--- config.mk ---
export PLATFORM = sky130hd
export DESIGN_NAME = skewed_operand_fetch
export DESIGN_NICKNAME = d
export VERILOG_FILES = /design/src/rtl/skewed_operand_fetch.sv
export SDC_FILE = /design/constraint.sdc
export NUM_CORES = 1
export LEC_CHECK = 0
export CAP_MARGIN = 20
export CORE_MARGIN = 5
export CORE_UTILIZATION = 30
export CTS_CLUSTER_DIAMETER = 60
export DETAILED_ROUTE_END_ITERATION = 10
export PLACE_DENSITY = 0.65
export SYNTH_ARGS = -nofsm -noshare
export SYNTH_HDL_FRONTEND = slang
export SYNTH_SLANG_ARGS = --single-unit
--- constraint.sdc ---
create_clock -name clk -period 5.1 [get_ports clk]
set_clock_uncertainty 0.2 [all_clocks]
set_input_delay 0.765 -clock clk [delete_from_list [all_inputs] [get_ports clk]]
set_output_delay 0.765 -clock clk [all_outputs]
set_load 0.01 [all_outputs]
--- src/rtl/skewed_operand_fetch.sv ---
`default_nettype none
// ============================================================================
//  Module   : skewed_operand_fetch
//  Purpose  : Per-lane operand fetch for one systolic-array edge. Issues banked
//             SRAM reads, zero-fills masked lanes, and applies the optional
//             diagonal skew. Drains the skew pipeline after the last beat of a
//             tile, then pulses tile_done.
//  Revision : 1.0 - initial release
// ============================================================================
module skewed_operand_fetch #(
    parameter int LANES   = 8,
    parameter int DATA_W  = 8,
    parameter int ADDR_W  = 18,
    parameter int MEM_LAT = 1,
    parameter int CNT_W   = 16
) (
    input  logic                    clk,
    input  logic                    rst_n,
    input  logic                    skew_en,
    input  logic                    flush,
    input  logic                    req_valid,
    output logic                    req_ready,
    input  logic                    req_last,
    input  logic [LANES*ADDR_W-1:0] req_addr,
    input  logic [LANES-1:0]        req_addr_valid,
    output logic [LANES-1:0]        mem_rd_en,
    output logic [LANES*ADDR_W-1:0] mem_rd_addr,
    input  logic [LANES*DATA_W-1:0] mem_rd_data,
    output logic [LANES*DATA_W-1:0] out_data,
    output logic [LANES-1:0]        out_lane_valid,
    output logic                    busy,
    output logic                    tile_done,
    output logic [CNT_W-1:0]        beat_cnt
);

    localparam logic [1:0] c_IDLE   = 2'd0;
    localparam logic [1:0] c_STREAM = 2'd1;
    localparam logic [1:0] c_DRAIN  = 2'd2;

    localparam int              DRN_W      = $clog2(MEM_LAT + LANES) + 1;
    localparam logic [DRN_W-1:0] c_DRN_SKEW = DRN_W'(MEM_LAT + LANES - 1);
    localparam logic [DRN_W-1:0] c_DRN_FLAT = DRN_W'(MEM_LAT);

    logic [1:0]              state_q, state_d;
    logic                    skew_q, skew_d;
    logic [DRN_W-1:0]        drn_q, drn_d;
    logic [CNT_W-1:0]        cnt_q, cnt_d;
    logic [LANES-1:0]        mask_q [MEM_LAT];
    logic [LANES-1:0]        mask_d [MEM_LAT];
    logic [MEM_LAT-1:0]      beat_q, beat_d;
    logic                    a_vld_q, a_vld_d;
    logic [LANES*DATA_W-1:0] a_data_q, a_data_d;

    logic                    w_accept;
    logic                    w_first;
    logic                    w_skew_eff;
    logic [LANES-1:0]        w_ret_mask;

    // flush outranks the handshake, so a beat offered alongside it is dropped
    assign w_accept   = req_valid && req_ready && !flush;
    assign w_first    = w_accept && (state_q == c_IDLE);
    assign w_skew_eff = (state_q == c_IDLE) ? skew_en : skew_q;
    assign w_ret_mask = mask_q[MEM_LAT-1];

    assign mem_rd_en   = w_accept ? req_addr_valid : '0;
    assign mem_rd_addr = req_addr;
    assign beat_cnt    = cnt_q;

    always_ff @(posedge clk or negedge rst_n) begin
        if (!rst_n) begin
            state_q <= c_IDLE;
        end else begin
            state_q <= state_d;
        end
    end

    always_comb begin
        state_d = state_q;
        if (flush) begin
            state_d = c_IDLE;
        end else begin
            case (state_q)
                c_IDLE:   if (w_accept) state_d = req_last ? c_DRAIN : c_STREAM;
                c_STREAM: if (w_accept && req_last) state_d = c_DRAIN;
                c_DRAIN:  if (drn_q == '0) state_d = c_IDLE;
                default:  state_d = c_IDLE;
            endcase
        end
    end

    always_comb begin
        req_ready = (state_q != c_DRAIN);
        busy      = (state_q != c_IDLE);
        tile_done = (state_q == c_DRAIN) && (drn_q == '0) && !flush;
    end

    always_comb begin
        skew_d   = w_first ? skew_en : skew_q;
        drn_d    = drn_q;
        cnt_d    = cnt_q;
        mask_d   = mask_q;
        beat_d   = beat_q;
        a_vld_d  = 1'b0;
        a_data_d = '0;
        if (flush) begin
            drn_d  = '0;
            cnt_d  = '0;
            beat_d = '0;
            for (int s = 0; s < MEM_LAT; s++) mask_d[s] = '0;
        end else begin
            if (w_accept && req_last) begin
                drn_d = w_skew_eff ? c_DRN_SKEW : c_DRN_FLAT;
            end else if ((state_q == c_DRAIN) && (drn_q != '0)) begin
                drn_d = drn_q - DRN_W'(1);
            end
            if (w_first) begin
                cnt_d = CNT_W'(1);
            end else if (w_accept && !(&cnt_q)) begin
                cnt_d = cnt_q + CNT_W'(1);
            end
            // lane mask and beat flag ride alongside the read for MEM_LAT cycles
            mask_d[0] = w_accept ? req_addr_valid : '0;
            beat_d[0] = w_accept;
            for (int s = 1; s < MEM_LAT; s++) begin
                mask_d[s] = mask_q[s-1];
                beat_d[s] = beat_q[s-1];
            end
            a_vld_d = beat_q[MEM_LAT-1];
            for (int i = 0; i < LANES; i++) begin
                a_data_d[i*DATA_W +: DATA_W] = w_ret_mask[i] ? mem_rd_data[i*DATA_W +: DATA_W] : '0;
            end
        end
    end

    always_ff @(posedge clk or negedge rst_n) begin
        if (!rst_n) begin
            skew_q   <= 1'b0;
            drn_q    <= '0;
            cnt_q    <= '0;
            beat_q   <= '0;
            a_vld_q  <= 1'b0;
            a_data_q <= '0;
            for (int s = 0; s < MEM_LAT; s++) mask_q[s] <= '0;
        end else begin
            skew_q   <= skew_d;
            drn_q    <= drn_d;
            cnt_q    <= cnt_d;
            beat_q   <= beat_d;
            a_vld_q  <= a_vld_d;
            a_data_q <= a_data_d;
            mask_q   <= mask_d;
        end
    end

    for (genvar i = 0; i < LANES; i++) begin : g_lane
        if (i == 0) begin : g_direct
            assign out_lane_valid[0]   = a_vld_q;
            assign out_data[0 +: DATA_W] = a_data_q[0 +: DATA_W];
        end else begin : g_delay
            logic [DATA_W:0] dly_q [i];
            logic [DATA_W:0] dly_d [i];

            // feed zeros while unskewed so a later skewed tile never sees stale beats
            always_comb begin
                dly_d[0] = (skew_q && !flush) ? {a_vld_q, a_data_q[i*DATA_W +: DATA_W]} : '0;
                for (int k = 1; k < i; k++) begin
                    dly_d[k] = flush ? '0 : dly_q[k-1];
                end
            end

            always_ff @(posedge clk or negedge rst_n) begin
                if (!rst_n) begin
                    for (int k = 0; k < i; k++) dly_q[k] <= '0;
                end else begin
                    dly_q <= dly_d;
                end
            end

            assign {out_lane_valid[i], out_data[i*DATA_W +: DATA_W]} =
                skew_q ? dly_q[i-1] : {a_vld_q, a_data_q[i*DATA_W +: DATA_W]};
        end
    end

endmodule
`default_nettype wire

======== Yosys cells after proc, flatten, opt, wreduce, memory -nomap -nowiden ========
Index checks and enable logic that the tools add are counted.
storage, ports and cells
  bits in registers ....................... 350
  input bits .............................. 222
  output and inout port bits .............. 243
  word-level logic and storage cells ...... 125
cells by class
  add/sub/neg operators ................... 2
  equality and inequality tests ........... 6
  multiplexer cells ....................... 62
  reductions and logical operators ........ 19
operators with widths
  operator                 number
  $mux W9                  35
  $mux W8                  10
  $mux W64                 1
  $mux W16                 3
  $add A16 B1 Y16 const B  1
  $reduce_and A16 Y1       1
  $mux W5                  3
  $mux W2                  5
  $logic_and A1 B1 Y1      9
  $ne A3 B3 Y1 const B     3
  $pmux W2 S3              1
  $reduce_bool A3 Y1       2
  $logic_not A5 Y1         1
  $reduce_bool A5 Y1       1
  $sub A5 B1 Y5 const B    1
  $mux W4                  1
  $mux W1                  3
  $reduce_and A3 Y1        1
  $eq A2 B1 Y1 const B     1
  $eq A2 B2 Y1 const B     1
  $logic_not A1 Y1         2
  $logic_not A2 Y1         1
  $ne A2 B2 Y1 const B     1
  $reduce_bool A2 Y1       1

======== Depth between registers and ports, before layout ========
  depth after elaboration ................. 7
  gate-level depth with buffers ........... 6
  depth with buffers taken out ............ 6

======== Worst setup path before layout ========
No wires, ideal clock.
  path kind ............................... input port to output port
  from .................................... input flush
  to ...................................... output mem_rd_en[0]
  arrival time ............................ 1.591 ns
  data required time ...................... 4.135 ns
  slack ................................... 2.544 ns
  stages .................................. 4
  path buffers ............................ 2
  path through ............................ and2b_2 buf_6 clkbuf_1 and3_1
between the ends
  longest elaborated chain between the ends .. 3
ends and longest elaborated chain
  item                 line  source
  start, declared      20    input logic flush,
  $logic_not A1 Y1     60    assign w_accept = req_valid && req_ready && !flush;
  $logic_and A1 B1 Y1  60
  $mux W8              65    assign mem_rd_en = w_accept ? req_addr_valid : '0;
  end, declared        26    output logic [LANES-1:0] mem_rd_en,
No other way between the ends.

======== Worst setup path after layout ========
  from .................................... register skew_q
  to ...................................... output out_lane_valid[6]
between the ends
  longest elaborated chain between the ends .. 1
ends and longest elaborated chain
  item                    line  source
  start, declared         45    logic skew_q, skew_d;
  start signal, assigned  145   skew_q <= skew_d;
  $mux W9                 180   skew_q ? dly_q[i-1] : {a_vld_q, a_data_q[i*DATA_W +: DATA_W]};
  end, declared           30    output logic [LANES-1:0] out_lane_valid,
No other way between the ends.

==> run summary <==
==================================================================================================
Outcome                                                                                  completed
Width of the die                                                                            218 um
Filler Cells Inserted                                                                         4167
Total DRC errors in the routed layout                                                            0
Number of port buffers                                                                         176
Final nets                                                                                    1287
Maximum fanout along the worst path                                                             67
Number of max-slew violations in the final report                                                0
CORE AREA                                                                                43100 um2
Total power divided by cell area                                                        367 nW/um2
Vias in the first global route                                                                7470
Total setup violations reported at the end of the flow                                           0
I/O pin count                                                                                  465
TritonCTS clock tree                                                                           yes
CP Data Arrival Time                                                                       2750 ps
Total grt overflow                                                                               0
Minimum clock period                                                                       3720 ps
Worst hold path class                                                                     in2async
Worst skew pair latency                                                                     550 ps
Highest cell delay on the worst timing path                                                1010 ps
CTS Hold Bufs                                                                                    0
DIE HEIGHT                                                                                  218 um
Violation count after the first detailed-routing iteration                                     415
Share of the yosys chip area belonging to registers                                          63.1%
Maximum vdd drop                                                                          0.208 mV
Crit path buffers/inverters                                                                      1
Share of layout cells above drive strength 1                                                 12.5%
Detailed Route WL                                                                         31200 um
Number of antenna-violating nets in the routed design                                            0
Antenna fix cells                                                                                0
Top area cells in the synthesized netlist                                             sky130_fd_sc_hd__dfrtp_1 (63%), sky130_fd_sc_hd__nor2b_1 (8.9%), sky130_fd_sc_hd__buf_4 (8.9%), sky130_fd_sc_hd__and2_1 (5.9%), sky130_fd_sc_hd__mux2_2 (4.9%)
Post-synthesis instance total                                                                 1032
Critical setup path kind                                                                   reg2out
Top post-synthesis cells by count                                                     sky130_fd_sc_hd__dfrtp_1 (329), sky130_fd_sc_hd__nor2b_1 (185), sky130_fd_sc_hd__buf_4 (154)
Number of flops mapped to enable cells by yosys                                                  0
RSZ-0062 raised after global routing                                                         false
Maximum count of clock buffers along a single path                                               3
Clock tree root buffer cell                                                           sky130_fd_sc_hd__clkbuf_16
Cell area after synthesis                                                                13000 um2
Post-detailed-route wirelength per cell                                                    18.6 um
Total GRT Usage                                                                              13.0%
Via density per instance                                                                      4.21
Total of max-cap violations                                                                      0
Kind of cell adding the most delay to the critical path                                 flip-flops
Required time at the worst-slack endpoint                                                  4140 ps
Final clock period utilization by the worst path                                             72.9%
Setup fix buffers added after clock tree synthesis                                               0
Layout area overhead                                                                         19.5%
Area share of the largest cell type after synthesis                                          63.1%
TritonCTS Sinks                                                                                329
Normalized max-slew margin                                                                   32.3%
Unique masters post-synth                                                                       48
Router iterations before antenna repair                                                          4
Post-synth net total                                                                          1256
Crit-path cells                                                                       nand2b_1 > nand2_1 > clkdlybuf4s50_1
Count of state elements after synthesis                                                        329
Flip-flop cell with the highest count after synthesis                                 sky130_fd_sc_hd__dfrtp_1
Vias                                                                                          7044
Most used standard cell by instance count after synthesis                             sky130_fd_sc_hd__dfrtp_1
Critical-path cell with the highest stage delay                                       sky130_fd_sc_hd__dfrtp_4
Detailed placement HPWL                                                                   21200 um
Worst Max-Slew Pin Slew                                                                    1020 ps
CP startpoint kind                                                                        register
Power consumption                                                                          5710 uW
Level count of the clock H-tree                                                                  2
Syn_area_per_cell                                                                         12.6 um2
Leakage Power                                                                           0.00736 uW
Global-route wire length before repair                                                    47200 um
Sum Neg Setup Slack                                                                           0 ps
Max Clk Rate                                                                             0.269 GHz
Dominant cell type by area after synthesis                                            sky130_fd_sc_hd__dfrtp_1
Largest net degree at the start of global routing                                              121
Num CTS Buffers                                                                                 39
FFs w/ async S/R, synth                                                                       100%
Initial core utilization                                                                     30.3%
Die area                                                                                 47700 um2
Final weighted congestion in routability-driven placement                                    0.732
Clock transition time at the flip-flop clock pins of the worst setup and hold paths          60 ps
Resized cells post-CTS                                                                           0
Hold violation total from the final report                                                       0
Total number of placement rows                                                                  76
Worst setup EP type                                                                   primary output
Yosys Warn Count                                                                                 0
Antenna violations before repair                                                                 2
==================================================================================================
per-stage QoR:
step | instance area (um2) | instances | hold slack (ps) | setup slack (ps) | utilization (%)
3_3_place_gp | 14300 | 1607 | 241 | 1500 | 33.2
5_1_grt | 15600 | 1675 | 170 | 1190 | 36.2
3_5_place_dp | 14300 | 1607 | 247 | 1440 | 33.2
6_report | 15600 | 1675 | 94.8 | 1380 | 36.2
2_1_floorplan | 13000 | 1032 | 239 | 2540 | -
4_1_cts | 15600 | 1675 | 135 | 1250 | 36.2
cells in the final DEF, fill, tap and decap left out, drive strengths merged, types with 3 or more instances in the layout:
master,count
a21oi,9
a31oi,3
and2,122
and3,20
and4,3
buf,9
clkbuf,55
clkdlybuf4s50,174
clkinv,5
dfrtp,329
inv,11
mux2,57
mux2i,5
nand2,23
nand3,9
nand4,8
nor2,8
nor2b,185
nor3,3
nor4,3
o21ai,7
or3,7
or4,3
xnor2,3
logic make-up after synthesis:
logic type               synth area share, %
AO/OA/AOI/OAI                           1.58
buffers and inverters                   10.3
flip-flops                              63.1
AND/OR/NAND/NOR                         19.3
multiplexers                            5.31
XOR/XNOR                               0.202
adder cells (fa/ha/maj)                0.192
sequential cells by signal, summed over array words and instances, names as in the netlist:
| name | cells |
|---|---|
| a_data_q | 64 |
| g_lane.g_delay.dly_q | 231 |
| skew_q | 1 |
| drn_q | 5 |
| a_vld_q | 1 |
| state_q | 2 |
| mask_q | 8 |
| beat_cnt | 16 |
| beat_q | 1 |
area by class of cell:
class / count / area, um2 / area share [%]
Clock buffer: 55 / 1120 / 7.17
Clock inverter: 13 / 154 / 0.987
Inverter: 6 / 22.5 / 0.144
Multi-Input combinational cell: 504 / 3480 / 22.3
Sequential cell: 329 / 8240 / 52.8
Tap cell: 585 / 732 / 4.70
Timing Repair Buffer: 183 / 1850 / 11.8
routing by layer:
| layer | GRT usage, % | share of wire (%) | vias up |
|---|---|---|---|
| li1 | - | - | 3222 |
| met1 | 15.7 | 40 | 3466 |
| met2 | 20.1 | 47 | 257 |
| met3 | 5.40 | 9.3 | 97 |
| met4 | 6.13 | 4.2 | 2 |
| met5 | 0 | 0.042 | - |
path summary, 6_finish.rpt:
| path | startpoint | end | slack (ps) | cells after the start |
|---|---|---|---|---|
| worst max register to register | skew_q | g_lane[5].g_delay.dly_q[38] | 2250 | 3 |
| worst max-delay path | skew_q | out_lane_valid[6] | 1380 | 3 |
| min in group clk | g_lane[3].g_delay.dly_q[10] | g_lane[3].g_delay.dly_q[1] | 240 | 1 |
| worst min register to register | g_lane[3].g_delay.dly_q[10] | g_lane[3].g_delay.dly_q[1] | 240 | 1 |
| max in group asynchronous | rst_n | skew_q | 3420 | 2 |
| worst min-delay path | rst_n | g_lane[5].g_delay.dly_q[14] | 90 | 1 |
report_power, final:
| part | internal [uW] | total [uW] | switching [uW] |
|---|---|---|---|
| clock network | 1640 | 2710 | 1070 |
| registers | 2640 | 2700 | 60.0 |
| logic | 147 | 307 | 159 |
Note: power is estimated with default switching activity, not from simulation.
